===== src/rtl/shift_seq_reg.sv =====
// Multi-function shift/rotate/load register with an LSB-first serialize burst.
// Define SHIFT_SEQ_PARITY_EN to add a registered even-parity output on par.
module shift_seq_reg #(
    parameter int N  = 8,
    parameter int AW = $clog2(N)
) (
    input  logic          clk,
    input  logic          reset,
    input  logic          en,
    input  logic [2:0]    ctrl,
    input  logic [AW-1:0] amt,
    input  logic [N-1:0]  d,
    input  logic          si,
    output logic [N-1:0]  q,
    output logic          so,
    output logic          busy,
    output logic          done,
    output logic          par
);

    typedef enum logic {S_IDLE, S_BURST} state_t;

    state_t        state_p0, state_p1;
    logic [N-1:0]  q_p0, q_p1;
    logic [AW-1:0] cnt_p0, cnt_p1;
    logic          done_p0, done_p1;

    function automatic logic [N-1:0] shl_fill(input logic [N-1:0] v, input logic [AW-1:0] s,
                                              input logic fill);
        logic [N-1:0] ones;
        ones = '1;
        return (v << s) | (fill ? ~(ones << s) : '0);
    endfunction

    function automatic logic [N-1:0] shr_fill(input logic [N-1:0] v, input logic [AW-1:0] s,
                                              input logic fill);
        logic [N-1:0] ones;
        ones = '1;
        return (v >> s) | (fill ? ~(ones >> s) : '0);
    endfunction

    function automatic logic [N-1:0] rot_left(input logic [N-1:0] v, input logic [AW-1:0] s);
        logic [2*N-1:0] w;
        w = {v, v} << s;
        return w[2*N-1:N];
    endfunction

    function automatic logic [N-1:0] rot_right(input logic [N-1:0] v, input logic [AW-1:0] s);
        logic [2*N-1:0] w;
        w = {v, v} >> s;
        return w[N-1:0];
    endfunction

    function automatic logic [N-1:0] asr(input logic [N-1:0] v, input logic [AW-1:0] s);
        logic signed [N-1:0] sv;
        sv = v;
        sv = sv >>> s;
        return sv;
    endfunction

    // Stage p0: next-state and datapath selection
    always_comb begin
        state_p0 = state_p1;
        q_p0     = q_p1;
        cnt_p0   = cnt_p1;
        done_p0  = 1'b0;
        case (state_p1)
            S_IDLE: begin
                if (en) begin
                    case (ctrl)
                        3'b001: q_p0 = shl_fill(q_p1, amt, si);
                        3'b010: q_p0 = shr_fill(q_p1, amt, si);
                        3'b011: q_p0 = d;
                        3'b100: q_p0 = rot_left(q_p1, amt);
                        3'b101: q_p0 = rot_right(q_p1, amt);
                        3'b110: q_p0 = asr(q_p1, amt);
                        3'b111: begin
                            q_p0     = d;
                            cnt_p0   = '0;
                            state_p0 = S_BURST;
                        end
                        default: q_p0 = q_p1;
                    endcase
                end
            end
            S_BURST: begin
                // en/ctrl are ignored; the last shift happens on the edge that ends the burst
                q_p0 = {si, q_p1[N-1:1]};
                if (cnt_p1 == AW'(N - 1)) begin
                    state_p0 = S_IDLE;
                    done_p0  = 1'b1;
                    cnt_p0   = '0;
                end else begin
                    cnt_p0 = cnt_p1 + 1'b1;
                end
            end
            default: state_p0 = S_IDLE;
        endcase
    end

    // Stage p1: registered state
    always_ff @(posedge clk or negedge reset) begin
        if (!reset) begin
            state_p1 <= S_IDLE;
            q_p1     <= '0;
            cnt_p1   <= '0;
            done_p1  <= 1'b0;
        end else begin
            state_p1 <= state_p0;
            q_p1     <= q_p0;
            cnt_p1   <= cnt_p0;
            done_p1  <= done_p0;
        end
    end

`ifdef SHIFT_SEQ_PARITY_EN
    logic par_p1;

    always_ff @(posedge clk or negedge reset) begin
        if (!reset) begin
            par_p1 <= 1'b0;
        end else begin
            par_p1 <= ^q_p0;
        end
    end

    assign par = par_p1;
`else
    assign par = 1'b0;
`endif

    assign q    = q_p1;
    assign so   = q_p1[0];
    assign busy = (state_p1 == S_BURST);
    assign done = done_p1;

endmodule


===== config.mk =====
export PLATFORM = sky130hd
export DESIGN_NAME = shift_seq_reg
export DESIGN_NICKNAME = d
export VERILOG_FILES = /design/src/rtl/shift_seq_reg.sv
export SDC_FILE = /design/constraint.sdc
export NUM_CORES = 1
export LEC_CHECK = 0
export CORE_MARGIN = 2
export CORE_UTILIZATION = 55
export CTS_BUF_LIST = sky130_fd_sc_hd__clkbuf_4
export DETAILED_ROUTE_END_ITERATION = 8
export MAX_ROUTING_LAYER = met4
export PLACE_DENSITY_LB_ADDON = 0.3
export SLEW_MARGIN = 0
export SYNTH_ARGS = -nofsm -noshare
export SYNTH_HDL_FRONTEND = slang
export SYNTH_SLANG_ARGS = --single-unit

===== constraint.sdc =====
create_clock -name clk -period 2.6 [get_ports clk]
set_input_delay 0.26 -clock clk [delete_from_list [all_inputs] [get_ports clk]]
set_output_delay 0.26 -clock clk [all_outputs]
set_load 0.02 [all_outputs]

==> results.sh <==
export IMPL_period_share_pct=86.1
export IMPL_worst_path_buf_inv=3
export IMPL_r2r_start="q[2]"
export IMPL_num_vias=2194
export IMPL_post_cts_setup_buffer_count=0
export IMPL_irDropWorstVdd_mv=0.585
export IMPL_avgSynthCellArea_um2=8.49
export IMPL_p_per_area_nw_per_um2=840
export IMPL_max_stage_delay_ps=560
export IMPL_synth_edff_count=0
export IMPL_min_path_type="in2async"
export IMPL_fin_nets=285
export IMPL_crit_top_cell="buf_4"
export IMPL_insertion_delay_ps=290
export IMPL_grt_overflow=0
export IMPL_fp_dieH_um=63.1
export IMPL_ys_seq_area_share_pct=16.9
export IMPL_synthMostInstantiatedCell="nand2_1"
export IMPL_drt_wl_total_mm=6.63
export IMPL_cts_root_buf="clkbuf_4"
export IMPL_port_buffers=28
export IMPL_wl_per_cell_um=21.4
export IMPL_dp_cells=306
export IMPL_path_clk_slew_ps=90
export IMPL_yosysTopAreaCell="mux4_2"
export IMPL_place_area_um2=2380
export IMPL_arrival_ps=2410
export IMPL_ant_nets=0
export IMPL_fin_cells=310
export IMPL_die_x_um=63.1
export IMPL_post_route_cells_drive_above_1_share_pct=24.6
export IMPL_critical_path_class="in2reg"
export IMPL_status="finished clean"
export IMPL_relSlewSlack_pct=60.4
export IMPL_start_util_pct=57.5
export IMPL_io_pins=30
export IMPL_hold_buffers=0
export IMPL_drc=0
export IMPL_timing_rr_end="q[1]"
export IMPL_cp_end_kind="flip-flop"
export IMPL_synth_seq_cells=13
export IMPL_p_total_uw=2030
export IMPL_worst_path_stages=8
export IMPL_yosysTopAreaCellShare_pct=17.6
export IMPL_crit_start="amt[1]"
export IMPL_syn_nets=246
export IMPL_synth_common_cells="nand2_1, clkbuf_1, mux4_2"
export IMPL_crit_family="buffers and inverters"
export IMPL_drt_iter0_drc=389
export IMPL_area_growth_pct=25.7
export IMPL_gp_congestion=1.10
export IMPL_setup_worst_path_end="q[1]"
export IMPL_reg2reg_slack_ps=460
export IMPL_cp_start_kind="input port"
export IMPL_worst_r2r_path_depth=6
export IMPL_yosysWarnings=0
export IMPL_grt_pass1_wl_mm=10.8
export IMPL_yosys_top_cells_area="mux4_2, dfrtp_1, mux2i_1"
export IMPL_viasPerCell=7.08
export IMPL_cts_resized=0
export IMPL_die_area_um2=3980
export IMPL_yosysUniqueCellTypes=55
export IMPL_insertedDiodeCount=0
export IMPL_clk_path_buf_depth=2
export IMPL_grtUsageTotal_pct=35.9
export IMPL_setup_violations=0
export IMPL_antenna_found_initial=0
export IMPL_syn_area_um2=1920
export IMPL_tightest_slew_ps=592
export IMPL_synth_flop_cell="dfrtp_1"
export IMPL_synthCells=226
export IMPL_finalHoldViolations=0
export IMPL_cp_required_ps=2770
export IMPL_grt_pass1_vias=2147
export IMPL_crit_fanout=7
export IMPL_numCtsBuffers=3
export IMPL_fin_setup_tns_ps=0
export IMPL_place_hpwl_mm=5.03
export IMPL_rows=21
export IMPL_clock_sinks=13
export IMPL_finalMaxSlewViolations=0
export IMPL_period_minus_slack_ps=2240
export IMPL_core_area_um2=3340
export IMPL_maxCapViolCount=0
export IMPL_cts_htree_levels=1
export IMPL_clock_skew_ps=13.5
export IMPL_rsz0062_at_grt="false"
export IMPL_synthArstFlopShare_pct=100
export IMPL_p_leak_uw=0.000966
export IMPL_fmax_mhz=447
export IMPL_path_cells="clkdlybuf4s50_1 > buf_4 > mux4_2 > a32oi_1 > o311ai_1 > a2111oi_1 > buf_4 > o31ai_1"
export IMPL_cts_tree="done"
export IMPL_final_area_um2=2410
export IMPL_grt_max_degree=20
export IMPL_crit_slowest_cell="clkdlybuf4s50_1"
export IMPL_utilization_pct=72.3
export IMPL_dr_pass1_iters=5
cell families (layout without fill, tap and decap cells):
group	count (synthesis)	in the layout	synth area share, %
xor gates and xnor gates	1	1	0.456
adders and majority gates	2	2	1.30
and+or+nand+nor	71	71	18.0
buffers and inverters	32	70	8.34
DFF	13	13	16.9
muxes	34	34	28.0
other	1	1	0.195
AOI/OAI and AO/OA	72	72	26.7
routing by layer:
| layer | wire [um] | GRT usage [%] |
|---|---|---|
| met1 | 2370 | 45.2 |
| met2 | 3070 | 57.3 |
| met3 | 849 | 8.04 |
| met5 | 0 | - |
| met4 | 341 | 11.7 |
where the power goes:
part,switching [uW],internal [uW]
Clock,72.6,70.1
Combinational,657,694
Sequential,239,294
stage by stage:
step | setup WS (ps) | hold WS (ps)
final | 362 | 333
after global routing | 231 | 379
after CTS | 365 | 367
after detailed placement | 63.6 | 496
after global placement | 120 | 485
after floorplan | 665 | -35.6
sequential cells by signal (all words and copies together) (netlist names):
| signal | count |
|---|---|
| busy | 1 |
| cnt_p1 | 3 |
| done | 1 |
| q | 8 |
layout make-up:
class / count / area (um2)
Clock buffer: 4 / 30.0
Sequential cell: 13 / 325
Inverter: 3 / 11.3
Tap cell: 46 / 57.6
Timing Repair Buffer: 63 / 556
Multi-Input combinational cell: 181 / 1430
Fill cell: 273 / 923
cell usage in the layout (no fill, tap or decap), types with 5 or more instances in the layout:
master,count
buf_4,34
clkdlybuf4s50_1,28
nand2_1,27
mux4_2,15
nor2_1,13
a21oi_1,13
dfrtp_1,13
mux2i_1,11
o21ai_0,8
mux2_2,8
a22oi_1,7
nand3_1,6
a31oi_1,5
worst min-delay path by stage:
stage	slack [ps]	end	cells past startpoint
after floorplan	-40	busy	0
after global placement	480	cnt_p1[2]	1
after detailed placement	500	cnt_p1[2]	1
after CTS	370	q[5]	1
after global routing	380	q[1]	1
final	330	q[5]	1
(Power assumes the default switching activity.)
